File: config.mk
export PLATFORM = sky130hd
export DESIGN_NAME = lora_cmd_rx
export DESIGN_NICKNAME = d
export VERILOG_FILES = /design/src/rtl/lora_cmd_rx_pkg.sv /design/src/rtl/lora_cmd_rx_uart_rx_byte.sv /design/src/rtl/lora_cmd_rx.sv
export SDC_FILE = /design/constraint.sdc
export NUM_CORES = 1
export LEC_CHECK = 0
export CELL_PAD_IN_SITES_DETAIL_PLACEMENT = 0
export CELL_PAD_IN_SITES_GLOBAL_PLACEMENT = 1
export CORE_ASPECT_RATIO = 0.75
export CORE_MARGIN = 10
export CORE_UTILIZATION = 30
export CTS_CLUSTER_SIZE = 8
export DETAILED_ROUTE_END_ITERATION = 10
export PLACE_DENSITY_LB_ADDON = 0.1
export SYNTH_ARGS = -nofsm -noshare
export SYNTH_HDL_FRONTEND = slang
export SYNTH_SLANG_ARGS = --single-unit
File: constraint.sdc
create_clock -name clk -period 2.9 [get_ports clk]
set_input_delay 0.29 -clock clk [delete_from_list [all_inputs] [get_ports clk]]
set_output_delay 0.29 -clock clk [all_outputs]
set_load 0.005 [all_outputs]
File: src/rtl/lora_cmd_rx_pkg.sv
// Shared frame definitions for the handlebar LoRa command link.
// The handlebar transmitter builds its frames from the same constants.
package lora_cmd_rx_pkg;

    localparam logic [7:0] LORA_HDR = 8'hA5;
    localparam int FRAME_LEN = 3;

    localparam int CMD_BELL_BIT = 7;
    localparam int CMD_LED_BIT  = 6;
    localparam int CMD_RGB_BIT  = 5;
    localparam int CMD_MODE_MSB = 4;
    localparam int CMD_MODE_LSB = 2;
    localparam int CMD_RSVD_MSB = 1;
    localparam int CMD_RSVD_LSB = 0;

    typedef enum logic [1:0] {
        RX_IDLE,
        RX_START,
        RX_DATA,
        RX_STOP
    } rx_state_t;

    // One parser state per byte position in the frame.
    typedef enum logic [$clog2(FRAME_LEN)-1:0] {
        P_WAIT_HDR,
        P_GET_CMD,
        P_GET_CHK
    } parse_state_t;

    typedef struct packed {
        logic       bell;
        logic       led;
        logic       rgb;
        logic [2:0] rgb_mode;
    } ctrl_t;

    function automatic ctrl_t cmd_to_ctrl(input logic [7:0] cmd);
        ctrl_t c;
        c.bell     = cmd[CMD_BELL_BIT];
        c.led      = cmd[CMD_LED_BIT];
        c.rgb      = cmd[CMD_RGB_BIT];
        c.rgb_mode = cmd[CMD_MODE_MSB:CMD_MODE_LSB];
        return c;
    endfunction

    function automatic logic frame_valid(input logic [7:0] cmd, input logic [7:0] chk);
        return (chk == ~cmd) && (cmd[CMD_RSVD_MSB:CMD_RSVD_LSB] == 2'b00);
    endfunction

endpackage

File: src/rtl/lora_cmd_rx_uart_rx_byte.sv
// 8N1 UART byte receiver with a 2-FF input synchroniser.
// RX_IDLE | wait for falling edge   RX_START | mid-start check
// RX_DATA | 8 bits, LSB first       RX_STOP  | stop-bit check
module uart_rx_byte
    import lora_cmd_rx_pkg::*;
#(
    parameter int CLK_FREQ = 50_000_000,
    parameter int BAUD     = 9600
) (
    input  logic       clk,
    input  logic       rst,
    input  logic       rx,
    output logic [7:0] data,
    output logic       byte_valid,
    output logic       frame_error
);

    localparam int CLKS_PER_BIT = CLK_FREQ / BAUD;
    localparam int HALF_BIT     = CLKS_PER_BIT / 2;
    localparam int CNT_W        = $clog2(CLKS_PER_BIT + 1);

    rx_state_t  state, state_nxt;
    logic [CNT_W-1:0] cnt, cnt_nxt;
    logic [2:0] bit_idx, bit_idx_nxt;
    logic [7:0] shift, shift_nxt;
    logic       valid_nxt, ferr_nxt;
    logic       rx_meta, rx_s, rx_prev;

    always_ff @(posedge clk) begin
        if (rst) begin
            rx_meta     <= 1'b1;
            rx_s        <= 1'b1;
            rx_prev     <= 1'b1;
            state       <= RX_IDLE;
            cnt         <= '0;
            bit_idx     <= '0;
            shift       <= '0;
            byte_valid  <= 1'b0;
            frame_error <= 1'b0;
        end else begin
            rx_meta     <= rx;
            rx_s        <= rx_meta;
            rx_prev     <= rx_s;
            state       <= state_nxt;
            cnt         <= cnt_nxt;
            bit_idx     <= bit_idx_nxt;
            shift       <= shift_nxt;
            byte_valid  <= valid_nxt;
            frame_error <= ferr_nxt;
        end
    end

    always_comb begin
        state_nxt   = state;
        cnt_nxt     = (cnt != '0) ? cnt - CNT_W'(1) : cnt;
        bit_idx_nxt = bit_idx;
        shift_nxt   = shift;
        valid_nxt   = 1'b0;
        ferr_nxt    = 1'b0;
        case (state)
            RX_IDLE: begin
                if (rx_prev && !rx_s) begin
                    state_nxt = RX_START;
                    cnt_nxt   = CNT_W'(HALF_BIT - 1);
                end
            end
            RX_START: begin
                if (cnt == '0) begin
                    if (!rx_s) begin
                        state_nxt   = RX_DATA;
                        cnt_nxt     = CNT_W'(CLKS_PER_BIT - 1);
                        bit_idx_nxt = '0;
                    end else begin
                        state_nxt = RX_IDLE;
                    end
                end
            end
            RX_DATA: begin
                if (cnt == '0) begin
                    shift_nxt = {rx_s, shift[7:1]};
                    cnt_nxt   = CNT_W'(CLKS_PER_BIT - 1);
                    if (bit_idx == 3'd7) begin
                        state_nxt = RX_STOP;
                    end else begin
                        bit_idx_nxt = bit_idx + 3'd1;
                    end
                end
            end
            RX_STOP: begin
                // Back to idle straight from the mid-stop sample so a
                // following start bit is never missed.
                if (cnt == '0) begin
                    valid_nxt = rx_s;
                    ferr_nxt  = !rx_s;
                    state_nxt = RX_IDLE;
                end
            end
            default: state_nxt = RX_IDLE;
        endcase
    end

    assign data = shift;

endmodule

File: src/rtl/lora_cmd_rx.sv
// LoRa command-frame receiver: parser FSM, inter-byte gap timer and held outputs.
// Optional link-loss watchdog enabled by defining LORA_LINK_TIMEOUT_EN.
module lora_cmd_rx
    import lora_cmd_rx_pkg::*;
#(
    parameter int CLK_FREQ    = 50_000_000,
    parameter int BAUD        = 9600,
    parameter int GAP_BYTES   = 4,
    parameter int TIMEOUT_CYC = 150_000_000
) (
    input  logic       clk,
    input  logic       rst,
    input  logic       lora_rx,
    output logic       bell,
    output logic       led,
    output logic       rgb,
    output logic [2:0] rgb_mode,
    output logic       frame_ok,
    output logic       frame_err,
    output logic       link_lost
);

    localparam int CLKS_PER_BIT = CLK_FREQ / BAUD;
    localparam int GAP_CYC      = GAP_BYTES * 10 * CLKS_PER_BIT;
    localparam int GAP_W        = $clog2(GAP_CYC + 1);

    logic [7:0]   rx_data;
    logic         byte_valid, rx_ferr;
    parse_state_t parse_st, parse_nxt;
    logic [7:0]   cmd_q, cmd_nxt;
    logic         ok_nxt, err_nxt;
    logic [GAP_W-1:0] gap_cnt;
    logic         in_frame, gap_expire, wd_expire;
    ctrl_t        ctrl_q;

    uart_rx_byte #(
        .CLK_FREQ (CLK_FREQ),
        .BAUD     (BAUD)
    ) u_rx (
        .clk         (clk),
        .rst         (rst),
        .rx          (lora_rx),
        .data        (rx_data),
        .byte_valid  (byte_valid),
        .frame_error (rx_ferr)
    );

    assign in_frame   = (parse_st != P_WAIT_HDR);
    assign gap_expire = in_frame && (gap_cnt == '0);

    always_ff @(posedge clk) begin
        if (rst) begin
            gap_cnt <= GAP_W'(GAP_CYC - 1);
        end else if (byte_valid || !in_frame) begin
            gap_cnt <= GAP_W'(GAP_CYC - 1);
        end else if (gap_cnt != '0) begin
            gap_cnt <= gap_cnt - GAP_W'(1);
        end
    end

    always_ff @(posedge clk) begin
        if (rst) begin
            parse_st  <= P_WAIT_HDR;
            cmd_q     <= '0;
            frame_ok  <= 1'b0;
            frame_err <= 1'b0;
        end else begin
            parse_st  <= parse_nxt;
            cmd_q     <= cmd_nxt;
            frame_ok  <= ok_nxt;
            frame_err <= err_nxt;
        end
    end

    // ok_nxt and err_nxt are set on disjoint branches, so the pulses never overlap.
    always_comb begin
        parse_nxt = parse_st;
        cmd_nxt   = cmd_q;
        ok_nxt    = 1'b0;
        err_nxt   = 1'b0;
        case (parse_st)
            P_WAIT_HDR: begin
                if (byte_valid && rx_data == LORA_HDR) begin
                    parse_nxt = P_GET_CMD;
                end
            end
            P_GET_CMD: begin
                if (rx_ferr || (!byte_valid && gap_expire)) begin
                    err_nxt   = 1'b1;
                    parse_nxt = P_WAIT_HDR;
                end else if (byte_valid) begin
                    cmd_nxt   = rx_data;
                    parse_nxt = P_GET_CHK;
                end
            end
            P_GET_CHK: begin
                if (rx_ferr || (!byte_valid && gap_expire)) begin
                    err_nxt   = 1'b1;
                    parse_nxt = P_WAIT_HDR;
                end else if (byte_valid) begin
                    ok_nxt    = frame_valid(cmd_q, rx_data);
                    err_nxt   = !frame_valid(cmd_q, rx_data);
                    parse_nxt = P_WAIT_HDR;
                end
            end
            default: parse_nxt = P_WAIT_HDR;
        endcase
    end

`ifdef LORA_LINK_TIMEOUT_EN
    localparam int WD_W = $clog2(TIMEOUT_CYC + 1);

    logic [WD_W-1:0] wd_cnt;
    logic            link_lost_q;

    always_ff @(posedge clk) begin
        if (rst) begin
            wd_cnt      <= WD_W'(TIMEOUT_CYC - 1);
            link_lost_q <= 1'b0;
        end else if (ok_nxt) begin
            wd_cnt      <= WD_W'(TIMEOUT_CYC - 1);
            link_lost_q <= 1'b0;
        end else if (wd_cnt == '0) begin
            link_lost_q <= 1'b1;
        end else begin
            wd_cnt <= wd_cnt - WD_W'(1);
        end
    end

    assign wd_expire = !ok_nxt && (wd_cnt == '0);
    assign link_lost = link_lost_q;
`else
    assign wd_expire = 1'b0;
    assign link_lost = 1'b0 & (TIMEOUT_CYC != 0);
`endif

    always_ff @(posedge clk) begin
        if (rst) begin
            ctrl_q <= '0;
        end else if (ok_nxt) begin
            ctrl_q <= cmd_to_ctrl(cmd_q);
        end else if (wd_expire) begin
            ctrl_q <= '0;
        end
    end

    assign bell     = ctrl_q.bell;
    assign led      = ctrl_q.led;
    assign rgb      = ctrl_q.rgb;
    assign rgb_mode = ctrl_q.rgb_mode;

endmodule
==> reports/summary.md <==
The H-tree level count was 3. For the post-synthesis instance area, the log shows 3201 sq um. Setup slack on the critical path of the routed design comes to 0.6703 ns. In the layout the commonest cells are 67 x sky130_fd_sc_hd__dfxtp_1, 51 x sky130_fd_sc_hd__nor2_1, 32 x sky130_fd_sc_hd__nand2_1. The flow ran to the end, and the final reports show no timing, DRC or antenna violations. For the post-CTS setup-driven buffer insertion count, the log shows 0. The capturing element type of the critical path was a flop. The synthesis-stage register bit count came out at 67. The register-to-register setup slack was 0.67 ns; the number of buffers created by CTS was 9.

The area of the placeable core came out at 10370 sq um. Timing would allow up to 448.5 MHz. The critical path is of the flop to flop type. The die span in y works out to 109.5 um. The final weighted congestion in routability-driven placement is 0.7404. The final clock period utilization by the worst path is 0.7689. Summing all placed instances gives a cell area of 3456 sq um. The required time of the critical path is 3.12 ns, and the synthesized area per cell is 8.793 sq um. Buffers placed on the I/O ports in this run total 10. On the final layout, the worst clock skew is 0.004378 ns. The logs give 390 for the layout net count and 0 for the total of max-cap violations.

Wires add up to 7010 um. The pre-antenna-repair detailed-routing pass consisted of 4 iterations. The fill cell total of the finished layout was 1039. The worst-case IR drop observed on VDD is 0.4390 mV. The sequential fraction of design power is 0.391. The logs give 116 for the count of routing violations after the opening detailed-route iteration and 67 for the TritonCTS sink count. Setup repair after global routing left no endpoint under its margin. For the net count after synthesis, the log shows 377. The switching power share of the total is 0.3186. Share of post-route cells with drive strength above 1: 0.09948.

The leading cell type in the layout, fill and taps excluded was sky130_fd_sc_hd__dfxtp_1. For this design the top-level I/O count stands at 12. For the sequential cell area fraction in the yosys report, the log shows 0.4191. The final critical delay including setup and external delays is 2.230 ns, and the worst-margin pin slew is 0.6533 ns.

The yosys synthesis warning count is 0. The fraction of registers with async set/reset is 0, and the maximum buffer depth of the clock tree is 2. Along the worst path, the maximum fanout reaches 7. Row generation in the floorplan step produced 32 rows. The analysis attributes to cell leakage a power of 1.377 nW.

The first global-routing pass estimated 12030 um of wire. Hold is met by 0.4112 ns. For the pin count of the biggest net entering global routing, the log shows 46.

The via count of the first global-routing pass is 2304. For the headroom to the max-slew limit, the log shows 0.5612. The die outline area came out at 15240 sq um. STA classifies the critical path startpoint as a flop.

The number of vias per cell was 4.795; the detailed placer's ending HPWL was 4851 um. The power share of the clock group was 0.352; the number of flops mapped to enable cells by yosys was 0. The tools report the number of distinct standard cells referenced by the synthesized netlist as 51.

Among all flip-flop cells after synthesis, the most frequent one is sky130_fd_sc_hd__dfxtp_1. The count of endpoints failing hold in the final timing report came out at 0. The starting density of the core is 0.3086, and the latest clock arrival within the worst-skew pair is 0.33 ns. TritonCTS built the clock tree. For this design the ratio of total power to cell area is 769.0 nW/um^2. Number of resized instances in the post-cts repair step: 0.

Hold repair after CTS inserted 0 buffers. The total internal power was 1.957 mW. The number of antenna violations at the first check in global routing came out at 0. In this run the power spent charging and discharging nets is 0.9149 mW. The final route contains 2484 vias. The library cell used as clock root buffer was sky130_fd_sc_hd__clkbuf_16.

The run gives 0 as the post-detailed-route count of antenna-violating nets. Dividing the detail-routed wire length by the instance count gives 13.53 um. The width of the die was 139.3 um. The repair_antennas step left the layout with diodes totalling 0. The logs give 0.09569 for the total global routing track utilization and 0 for the number of setup violations in the final report. The relative area change from synthesis to final layout is 16.69%, and the worst setup slack before clock tree synthesis is 0.7088 ns. Data arrives at the worst endpoint at 2.45 ns. Adding up every negative setup slack in the final design gives 0 ns. The worst hold-check path type is flop to flop.

The max-slew violation total from the final report came out at 0. Synthesis handed over a netlist of 364 instances. For the count of unresolved DRC violations after routing, the log shows 0. The clock slew at the register clock pins of the worst setup and hold paths works out to 0.06 ns.

For the total overflow reported by the global router, the log shows 0. The fraction of power consumed by combinational cells is 0.257. The finished cells cover 3735 sq um.
==> kinds of logic after synthesis <==
family | after synthesis | synth area share
compound gates | 55 | 0.1024
flops | 67 | 0.4191
simple gates | 161 | 0.2729
other cells | 1 | 0.001172
buf+inv | 23 | 0.02815
mux | 22 | 0.06880
fa+ha+maj | 10 | 0.03909
xor+xnor | 25 | 0.06841
==> layer usage <==
layer	share of wire	track usage
met1	0.55	0.1359
met2	0.41	0.1316
met3	0.037	0.03188
met4	0.012	0.03120
met5	0	0
==> flip-flops by register name (all words and copies together), names as in the netlist, named ones only <==
register          cells
u_rx.rx_s             1
gap_cnt              18
u_rx.cnt             13
u_rx.data             8
parse_st              2
u_rx.state            1
u_rx.frame_error      1
u_rx.rx_meta          1
bell                  1
frame_err             1
led                   1
rgb                   1
cmd_q                 8
rgb_mode              3
u_rx.byte_valid       1
u_rx.rx_prev          1
u_rx.bit_idx          3
frame_ok              1
==> synth_stat cells, types with 3 or more instances <==
cell type | n | area share
sky130_fd_sc_hd__or2_2 | 5 | 0.0098
sky130_fd_sc_hd__dfxtp_1 | 67 | 0.42
sky130_fd_sc_hd__nor4b_1 | 3 | 0.0082
sky130_fd_sc_hd__a211oi_1 | 6 | 0.014
sky130_fd_sc_hd__nand2_1 | 32 | 0.038
sky130_fd_sc_hd__clkbuf_1 | 12 | 0.014
sky130_fd_sc_hd__nor3_1 | 14 | 0.022
sky130_fd_sc_hd__o21ai_0 | 20 | 0.031
sky130_fd_sc_hd__or3_1 | 5 | 0.0098
sky130_fd_sc_hd__xnor2_1 | 9 | 0.025
sky130_fd_sc_hd__xor2_1 | 16 | 0.044
sky130_fd_sc_hd__mux2i_1 | 22 | 0.069
sky130_fd_sc_hd__nor3b_1 | 7 | 0.016
sky130_fd_sc_hd__a21oi_1 | 17 | 0.027
sky130_fd_sc_hd__nand2b_1 | 3 | 0.0059
sky130_fd_sc_hd__inv_1 | 10 | 0.012
sky130_fd_sc_hd__nand4_1 | 3 | 0.0059
sky130_fd_sc_hd__ha_1 | 10 | 0.039
sky130_fd_sc_hd__nor2b_1 | 3 | 0.0059
sky130_fd_sc_hd__nand3_1 | 10 | 0.016
sky130_fd_sc_hd__and2_1 | 3 | 0.0059
sky130_fd_sc_hd__nor2_1 | 51 | 0.060
==> worst paths after layout <==
path,startpoint,end,cells past startpoint
setup reg to reg,gap_cnt[0],frame_err,7
setup / recovery,gap_cnt[0],frame_err,7
hold / removal,u_rx.rx_meta,u_rx.rx_s,1
hold reg to reg,u_rx.rx_meta,u_rx.rx_s,1
==> worst max-delay path, stage by stage, from the launching register on <==
cell,delay (ns)
sky130_fd_sc_hd__dfxtp_1,0.32
sky130_fd_sc_hd__inv_1,0.12
sky130_fd_sc_hd__ha_1,0.16
sky130_fd_sc_hd__nor4b_1,0.44
sky130_fd_sc_hd__nand4_1,0.34
sky130_fd_sc_hd__nor2_2,0.36
sky130_fd_sc_hd__a211oi_1,0.12
sky130_fd_sc_hd__nor4b_1,0.26
==> cell type report <==
type	instances	area, sq um	share of cell area
Clock buffer	10	239.0	0.06399
Timing Repair Buffer	15	137.6	0.03685
Clock inverter	6	40.04	0.01072
Inverter	10	37.54	0.01005
Multi-Input combinational cell	274	1769	0.4737
Sequential cell	67	1341	0.3591
Tap cell	136	170.2	0.04556
==> per-stage QoR <==
step / cells / total power [mW] / util
6_report: 518 / 2.872 / 0.3602
2_1_floorplan: 364 / 1.728 / -
4_1_cts: 518 / 2.916 / 0.3602
3_3_place_gp: 502 / 1.891 / 0.3333
5_1_grt: 518 / 3.068 / 0.3602
3_5_place_dp: 502 / 1.886 / 0.3333
==> power by group through the flow <==
stage | sequential [mW] | clock [mW] | combinational, mW
global route | 1.14 | 1.09 | 0.841
floorplan | 1.12 | 0 | 0.610
CTS | 1.12 | 1.04 | 0.749
finish | 1.12 | 1.01 | 0.737
detailed placement | 1.14 | 0 | 0.744
global placement | 1.14 | 0 | 0.747
Note: power is estimated with default switching activity, not from simulation.
